**config.mk**
```make
export PLATFORM = sky130hd
export DESIGN_NAME = d_counter
export DESIGN_NICKNAME = d
export VERILOG_FILES = /design/src/rtl/d_counter_pkg.sv /design/src/rtl/d_counter_digit.sv /design/src/rtl/d_counter.sv
export SDC_FILE = /design/constraint.sdc
export NUM_CORES = 1
export LEC_CHECK = 0
export BUFFER_PORTS_ARGS = -buffer_cell sky130_fd_sc_hd__buf_2
export CAP_MARGIN = 20
export CORE_UTILIZATION = 45
export DETAILED_ROUTE_END_ITERATION = 8
export GPL_TIMING_DRIVEN = 0
export HOLD_SLACK_MARGIN = 0.06
export PLACE_DENSITY = 0.67
export SYNTH_ARGS = -nofsm -noshare
export SYNTH_HDL_FRONTEND = slang
export SYNTH_HIERARCHICAL = 1
export SYNTH_SLANG_ARGS = --single-unit
```
**constraint.sdc**
```tcl
create_clock -name clock -period 7.6 [get_ports clock]
set_clock_uncertainty 0.15 [all_clocks]
set_input_delay 1.52 -clock clock [delete_from_list [all_inputs] [get_ports clock]]
set_output_delay 1.52 -clock clock [all_outputs]
set_load 0.03 [all_outputs]
```
**src/rtl/d_counter_pkg.sv**
```systemverilog
// Shared BCD digit type and increment helper for the d_counter decade counter.
package d_counter_pkg;

    typedef logic [3:0] bcd_digit_t;

    localparam bcd_digit_t BCD_MAX = 4'd9;

    typedef struct packed {
        logic       carry;
        bcd_digit_t next;
    } bcd_inc_t;

    // Codes A-F never occur in normal operation; any code >= 9 rolls to 0 so an
    // upset digit self-recovers, but only a true 9 propagates a carry.
    function automatic bcd_inc_t bcd_inc(input bcd_digit_t d);
        bcd_inc_t r;
        r.carry = (d == BCD_MAX);
        r.next  = (d >= BCD_MAX) ? '0 : d + 4'd1;
        return r;
    endfunction

endpackage

```
**src/rtl/d_counter_digit.sv**
```systemverilog
// One registered BCD digit of the d_counter chain; carry is combinational so
// the whole chain ripples within a single cycle.
module d_counter_digit
    import d_counter_pkg::*;
(
    input  logic       clock,
    input  logic       rst,
    input  logic       inc,
    output bcd_digit_t q,
    output logic       carry
);

    bcd_digit_t q_q;
    bcd_digit_t q_d;
    bcd_inc_t   step;

    always_comb begin
        step = bcd_inc(q_q);
        q_d  = inc ? step.next : q_q;
    end

    always_ff @(posedge clock or posedge rst) begin
        if (rst) begin
            q_q <= '0;
        end else begin
            q_q <= q_d;
        end
    end

    assign q     = q_q;
    assign carry = inc & step.carry;

endmodule

```
**src/rtl/d_counter.sv**
```systemverilog
// NUM_DIGITS-digit packed-BCD up-counter with count enable.
// Optional macro D_COUNTER_WRAP_FLAG_EN adds a registered one-cycle wrap flag d_wrap.
module d_counter
    import d_counter_pkg::*;
#(
    parameter int unsigned NUM_DIGITS = 4
) (
    input  logic                    clock,
    input  logic                    rst,
    input  logic                    d_en,
    output logic [4*NUM_DIGITS-1:0] d_out
`ifdef D_COUNTER_WRAP_FLAG_EN
    ,
    output logic                    d_wrap
`endif
);

    // inc[i] enables digit i; inc[NUM_DIGITS] is the carry out of the top digit.
    logic [NUM_DIGITS:0] inc;

    assign inc[0] = d_en;

    for (genvar g = 0; g < NUM_DIGITS; g++) begin : g_digit
        d_counter_digit u_digit (
            .clock (clock),
            .rst   (rst),
            .inc   (inc[g]),
            .q     (d_out[4*g +: 4]),
            .carry (inc[g+1])
        );
    end

`ifdef D_COUNTER_WRAP_FLAG_EN
    logic wrap_q;

    always_ff @(posedge clock or posedge rst) begin
        if (rst) begin
            wrap_q <= 1'b0;
        end else begin
            wrap_q <= inc[NUM_DIGITS];
        end
    end

    assign d_wrap = wrap_q;
`else
    logic unused_top_carry;
    assign unused_top_carry = inc[NUM_DIGITS];
`endif

endmodule

```
==> impl_metrics.ini, run 1 <==
[worst_hold_path]
min_path_type = reg2reg

[final_layout]
diodes = 0
final_area_um2 = 1100
finalNetCount = 129
final_common_cell = buf_2
largest_register_ffs = 16
mostFrequentLayoutCells = 18 x buf_2, 16 x inv_1, 16 x dfrtp_1
area_growth_pct = 17.0
drive_above_1_share = 0.257

[timing]
hold_viol = 0
setup_viol = 0
worst_pin_slew_ns = 0.209
final.setup.tns_ns = 0
fin_crit_sh = 0.459
fmax_mhz = 287
fin_crit_ns = 3.49
rsz0062_at_grt = false
slew_headroom = 0.861
finalMaxSlewViolations = 0

[power_and_ir_drop]
seq_power_share = 0.434
p_switching_uw = 112
pwr-share-comb = 0.371
ir_drop_mv = 0.169
p_int_uw = 167
sw_frac_of_total = 0.401
clkPwrFrac = 0.195
p_leak_uw = 0.000632
powerDensity_nw_per_um2 = 253

[floorplanning]
start_util = 0.481
rows = 16
core_um2 = 1960
fp.dieH_um = 47.8
ios = 19
fp.dieArea_um2 = 2280
die_w_um = 47.8

[clock_network]
insertion_delay_ns = 0.28
post-cts-setup-buffers = 0
clkSinkCount = 16
cts_buffers = 3
cts_hold_buf = 0
cts_tree = built
cts_max_path_buffers = 2
cts.reportedPaths.clkPinSlew_ns = 0.09
h-tree-depth = 1
cts-root-buf = clkbuf_4
cts_resized = 0

[drt]
wl_per_cell_um = 11.0
dr.pass1.iters = 4
ant_nets = 0
routed_wl_um = 1540
viasPerCell = 5.14
drc = 0
vias = 720
initialDrtViolationCount = 13

[status]
outcome = finished clean

[worst_setup_path]
crit_family = simple AND/OR/NAND/NOR gates
slowest_stage = and3_2
cp.arrival_ns = 3.51
crit_fanout = 6
cp_num_buf_inv = 1
critPathKind = in2reg
cp.required_ns = 7.62
crit_path_start_kind = input port
cp_common_cell = and2b_2
cp_cell_sequence = buf_2 -> and2b_2 -> and3_2 -> and2b_2 -> and3_2 -> and2b_2 -> and3_2 -> and2b_2 -> a32o_1
crit_path_end_kind = flip-flop
cpPeakStageDelay_ns = 0.26

[global_route]
grt_pass1_vias = 613
grt_usage = 0.155
grt_pass1_wl_um = 2480
gr-total-overflow = 0
antenna_found_initial = 0
grt_start_max_net_pins = 10

[logic_synthesis]
syn_avg_cell_area_um2 = 10.4
synth_cells = 91
yosys_warnings = 6
syn_area_um2 = 943
synth_nets = 106

[placement]
io_buffers = 18
gp_congestion = 0.776
hpwl_um = 1240
placed_area_um2 = 1070

[run]
drv_cap = 0
final timing paths:
check                           slack (ns)                      end               startpoint  cells past startpoint
worst max-delay path                  4.11  g_digit[3].u_digit/q[2]                     d_en                      9
worst min-delay path                  0.43  g_digit[0].u_digit/q[2]  g_digit[0].u_digit/q[2]                      1
worst max register to register        5.00  g_digit[3].u_digit/q[2]  g_digit[0].u_digit/q[0]                      8
worst min register to register        0.43  g_digit[0].u_digit/q[2]  g_digit[0].u_digit/q[2]                      1
max in group asynchronous             6.15  g_digit[2].u_digit/q[0]                      rst                      2
min in group asynchronous             0.99  g_digit[3].u_digit/q[2]                      rst                      2
power by group through the flow:
stage	Sequential, µW	Clock [µW]	Combinational, µW
4_1_cts	121	56.8	105
5_1_grt	125	61.4	115
2_1_floorplan	150	0	47.4
3_5_place_dp	123	0	105
3_3_place_gp	123	0	100
6_report	121	54.4	103
stage by stage:
step / hold WS (ns) / power, µW / utilization / std cells / worst slack, ns
6_report: 0.432 / 279 / 0.563 / 140 / 4.11
3_3_place_gp: 0.402 / 223 / 0.544 / 136 / 3.82
2_1_floorplan: 0.570 / 197 / - / 91 / 4.08
3_5_place_dp: 0.409 / 227 / 0.544 / 136 / 3.81
5_1_grt: 0.462 / 301 / 0.563 / 140 / 4.05
4_1_cts: 0.436 / 283 / 0.563 / 140 / 4.12
area by class of cell:
| cell class | count | area [µm²] |
|---|---|---|
| Clock buffer | 4 | 36.3 |
| Fill cell | 203 | 858 |
| Inverter | 16 | 60.1 |
| Multi-Input combinational cell | 59 | 483 |
| Sequential cell | 16 | 400 |
| Tap cell | 27 | 33.8 |
| Timing Repair Buffer | 18 | 90.1 |
metal layers:
metal,up-vias,wire [µm],track usage
li1,361,-,-
met3,0,46,0.0226
met4,0,0,0.0667
met2,14,745,0.251
met1,345,745,0.206
met5,-,0,0
No activity file was read; power rests on OpenSTA's default activity.
==> run 2: changes to the inputs <==
--- a/config.mk
+++ b/config.mk
@@ -11,7 +11,7 @@
 export DETAILED_ROUTE_END_ITERATION = 8
 export GPL_TIMING_DRIVEN = 0
 export HOLD_SLACK_MARGIN = 0.06
-export PLACE_DENSITY = 0.67
+export PLACE_DENSITY = 0.7
 export SYNTH_ARGS = -nofsm -noshare
 export SYNTH_HDL_FRONTEND = slang
 export SYNTH_HIERARCHICAL = 1
==> constraint.sdc (replaced) <==
create_clock -name clock -period 3.15 [get_ports clock]
set_clock_uncertainty 0.15 [all_clocks]
set_input_delay 0.63 -clock clock [delete_from_list [all_inputs] [get_ports clock]]
set_output_delay 0.63 -clock clock [all_outputs]
set_load 0.03 [all_outputs]
==> run 2 against run 1 <==
Combinational power rose by 140%. Non-clock buffer count did not move. Worst setup slack got worse by 3.6 ns. Final cell count did not move. Global-route usage fell by 0.41 points. Die area did not move.
==> impl_metrics.ini, run 2 (same netlist as run 1, synthesis figures left out) <==
[floorplanning]
rows = 16
fp.dieArea_um2 = 2280
start_util = 0.481
die_w_um = 47.8
ios = 19
fp.dieH_um = 47.8
core_um2 = 1960

[worst_setup_path]
cp.arrival_ns = 2.66
crit_path_end_kind = flip-flop
cp_cell_sequence = ha_1 -> and3_2 -> and2b_2 -> and3_2 -> and2b_2 -> and3_2 -> and2b_2 -> a32o_1
slowest_stage = dfrtp_1
crit_path_start_kind = flip-flop
critPathKind = reg2reg
cpPeakStageDelay_ns = 0.46
cp.required_ns = 3.18
crit_family = simple AND/OR/NAND/NOR gates
crit_fanout = 6
cp_num_buf_inv = 0

[timing]
fin_crit_sh = 0.835
setup_viol = 0
worst_pin_slew_ns = 0.216
rsz0062_at_grt = false
fmax_mhz = 380
final.setup.tns_ns = 0
finalMaxSlewViolations = 0
slew_headroom = 0.856
hold_viol = 0
fin_crit_ns = 2.63

[placement]
gp_congestion = 0.786
dp_cells = 136
placed_area_um2 = 1070
hpwl_um = 1270
io_buffers = 18

[global_route]
grt_usage = 0.151
grt_start_max_net_pins = 10
antenna_found_initial = 0
grt_pass1_wl_um = 2370
gr-total-overflow = 0
grt_pass1_vias = 578

[final_layout]
area_growth_pct = 17.0
finalNonFillerCells = 140
largest_register_ffs = 16
finalNetCount = 129
final_common_cell = buf_2
drive_above_1_share = 0.257
diodes = 0
fin_util = 0.563
mostFrequentLayoutCells = 18 x buf_2, 16 x inv_1, 16 x dfrtp_1
final_area_um2 = 1100

[clock_network]
post-cts-setup-buffers = 0
cts_tree = built
insertion_delay_ns = 0.28
cts_resized = 0
cts_max_path_buffers = 2
clkSinkCount = 16
cts.reportedPaths.clkPinSlew_ns = 0.09
cts_buffers = 3
h-tree-depth = 1
cts_hold_buf = 0
cts-root-buf = clkbuf_4

[drt]
viasPerCell = 5.22
dr.pass1.iters = 4
ant_nets = 0
drc = 0
vias = 731
initialDrtViolationCount = 13
wl_per_cell_um = 11.5
routed_wl_um = 1610

[power_and_ir_drop]
powerDensity_nw_per_um2 = 609
p_leak_uw = 0.000632
p_total_uw = 672
ir_drop_mv = 0.498

[run]
drv_cap = 0

[worst_hold_path]
min_path_type = in2async

[status]
outcome = finished clean
## run 2: cell counts in the layout (fill, tap and decap cells not counted)
Identical to the previous run, type by type.
## run 2: final timing paths
kind	startpoint	endpoint	slack (ns)	cells past startpoint
max	g_digit[0].u_digit/q[0]	g_digit[3].u_digit/q[2]	0.52	8
min	rst	g_digit[3].u_digit/q[2]	0.09	2
max reg2reg	g_digit[0].u_digit/q[0]	g_digit[3].u_digit/q[2]	0.52	8
min reg2reg	g_digit[3].u_digit/q[2]	g_digit[3].u_digit/q[2]	0.43	1
max in group asynchronous	rst	g_digit[1].u_digit/q[0]	2.58	2
min in group clock	g_digit[3].u_digit/q[2]	g_digit[3].u_digit/q[2]	0.43	1
## run 2: area by class of cell
type	count	area [µm²]
tap	27	33.8
inverter	16	60.1
clock buffer	4	36.3
timing repair buffer	18	90.1
sequential	16	400
multi-input combinational	59	483
fill	188	858
## run 2: per-layer routing
metal	track usage	vias to the layer above	wire, µm
met5	0	-	0
met4	0.0667	0	11
met3	0.0226	4	49
met2	0.259	16	815
met1	0.187	351	731
li1	-	360	-
## run 2: where the power goes
| group | internal [µW] | switching [µW] |
|---|---|---|
| Sequential | 242 | 52.8 |
| Clock | 70.3 | 60.9 |
| Combinational | 89.1 | 157 |
| Total | 401 | 270 |
## run 2: worst register-to-register path: stages (launching register included)
cell and delay [ns]:
dfrtp_1 0.46, ha_1 0.26, and3_2 0.26, and2b_2 0.22, and3_2 0.26, and2b_2 0.21
and3_2 0.25, and2b_2 0.21, a32o_1 0.25
## run 2: metrics by stage
step | setup WS [ns] | hold slack [ns]
3_3_place_gp | 0.263 | 0.399
5_1_grt | 0.423 | 0.101
6_report | 0.521 | 0.0937
3_5_place_dp | 0.238 | 0.404
4_1_cts | 0.516 | 0.0877
2_1_floorplan | 0.493 | 0.246
==> run 3: changes to the inputs <==
--- a/config.mk
+++ b/config.mk
@@ -11,7 +11,7 @@
 export DETAILED_ROUTE_END_ITERATION = 8
 export GPL_TIMING_DRIVEN = 0
 export HOLD_SLACK_MARGIN = 0.06
-export PLACE_DENSITY = 0.7
+export PLACE_DENSITY = 0.67
 export SYNTH_ARGS = -nofsm -noshare
 export SYNTH_HDL_FRONTEND = slang
 export SYNTH_HIERARCHICAL = 1
==> constraint.sdc (replaced) <==
create_clock -name clock -period 2.6 [get_ports clock]
set_clock_uncertainty 0.15 [all_clocks]
set_input_delay 0.52 -clock clock [delete_from_list [all_inputs] [get_ports clock]]
set_output_delay 0.52 -clock clock [all_outputs]
set_load 0.03 [all_outputs]
==> run 3 against run 2 <==
Critical path depth is the same. Critical endpoint unchanged. Register-to-register slack got worse by 0.43 ns. Hold slack better by 0.33 ns.
==> impl_metrics.ini, run 3 (same netlist as run 1, synthesis figures left out) <==
[drt]
dr.pass1.iters = 4
ant_nets = 0
initialDrtViolationCount = 8
wl_per_cell_um = 11.8
top_layer_used = met4
routed_wl_um = 1720
wl_met3_um = 31
met1Wirelength_um = 821
drc = 0
viasPerCell = 5.08
wl_met2_um = 844
vias = 736

[final_layout]
area_growth_pct = 22.0
diodes = 0
finalNonFillerCells = 145
largest_register_ffs = 16
finalNetCount = 134
nFillCells = 197
final_common_cell = buf_2
mostFrequentLayoutCells = 18 x buf_2, 16 x inv_1, 13 x dfrtp_1
drive_above_1_share = 0.305

[power_and_ir_drop]
p_leak_uw = 0.000651
powerDensity_nw_per_um2 = 758
ir_drop_mv = 0.512

[worst_setup_path]
cp_common_cell = and2b_2
ff2ff_setup_slack_ns = 0.1
regToRegEndpoint = g_digit[3].u_digit/q[2]
reg2reg_depth = 8
crit_start = g_digit[0].u_digit/q[0]
slowest_stage = dfrtp_2
cp.required_ns = 2.62
cp.arrival_ns = 2.53
crit_family = simple AND/OR/NAND/NOR gates
cp_cell_sequence = ha_1 -> and3_4 -> and2b_2 -> and3_2 -> and2b_2 -> and3_2 -> and2b_2 -> a32o_1
cp_num_buf_inv = 0
crit_path_end_kind = flip-flop
crit_path_start_kind = flip-flop
cpPeakStageDelay_ns = 0.42
crit_fanout = 6
critPathKind = reg2reg
r2r-start = g_digit[0].u_digit/q[0]

[clock_network]
h-tree-depth = 1
insertion_delay_ns = 0.28
cts_buffers = 3
cts.reportedPaths.clkPinSlew_ns = 0.09
cts-root-buf = clkbuf_4
cts_tree = built
cts_max_path_buffers = 2
clkSinkCount = 16

[worst_hold_path]
whs_path_depth = 3
min_path_type = in2reg
hold_end = g_digit[0].u_digit/q[0]
hold_start = d_en

[placement]
hpwl_um = 1290
dp_cells = 136
pre_cts_slack_ns = -0.205
io_buffers = 18
gp_congestion = 0.698

[global_route]
gr-total-overflow = 0
grt_usage = 0.165
antenna_found_initial = 0
grt_pass1_wl_um = 2550
grt_start_max_net_pins = 10
grt_pass1_vias = 627

[timing]
hold_viol = 0
setup_slack_ns = 0.0954
fin_crit_ns = 2.50
rsz0062_at_grt = false
worst_pin_slew_ns = 0.222
fmax_mhz = 399
finalMaxSlewViolations = 0
fin_crit_sh = 0.963
setup_viol = 0
slew_headroom = 0.852

[floorplanning]
fp.dieH_um = 47.8
fp.dieArea_um2 = 2280
ios = 19
core_um2 = 1960
rows = 16
die_w_um = 47.8
start_util = 0.481

[run]
drv_cap = 0

[status]
outcome = finished clean
-- run 3: timing repair --
item / 4_1_cts / 5_1_grt
hold endpoints to repair: 16 / 0
hold buffers: 1 / 0
resized for setup: 0 / 1
endpoints found under the setup margin: 1 / 1
setup buffers: 2 / 2
-- run 3: worst max-delay path by stage --
stage | to | cells past startpoint
final | g_digit[3].u_digit/q[2] | 8
after floorplan | g_digit[3].u_digit/q[2] | 9
after CTS | g_digit[3].u_digit/q[2] | 8
after detailed placement | g_digit[3].u_digit/q[2] | 9
after global placement | g_digit[3].u_digit/q[2] | 9
after global routing | g_digit[3].u_digit/q[2] | 8
-- run 3: worst reg2reg max path: stages, from the launching register on --
cell	delay (ns)
dfrtp_2	0.42
ha_1	0.23
and3_4	0.21
and2b_2	0.20
and3_2	0.27
and2b_2	0.22
and3_2	0.26
and2b_2	0.20
a32o_1	0.25
-- run 3: per-stage QoR --
step           instance area [µm²]  power [µW]  setup TNS, ns   util  hold slack (ns)
2_1_floorplan                  947         581              0      -            0.136
3_3_place_gp                  1070         658         -0.182  0.546            0.290
3_5_place_dp                  1070         672         -0.216  0.546            0.295
4_1_cts                       1130         858              0  0.577            0.404
5_1_grt                       1150         930              0  0.587            0.442
6_report                      1150         872              0  0.587            0.421
-- run 3: layout make-up --
cell class,instances,area (µm²),share of cell area
Sequential cell,16,404,0.351
Tap cell,27,33.8,0.0293
Inverter,16,60.1,0.0522
Clock buffer,4,36.3,0.0315
Timing Repair Buffer,23,130,0.113
Multi-Input combinational cell,59,487,0.423
-- run 3: report_power, final --
part,internal [µW],leakage (µW),switching (µW)
sequential,297,0.000212,49.6
combinational,147,0.000419,221
clock,85.1,0.0000210,73.0
total,529,0.000651,343
-- run 3: per-layer routing --
layer | up-vias | track usage
met3 | 2 | 0.0340
met5 | - | 0
met1 | 354 | 0.199
met4 | 0 | 0.0833
met2 | 11 | 0.278
li1 | 369 | -
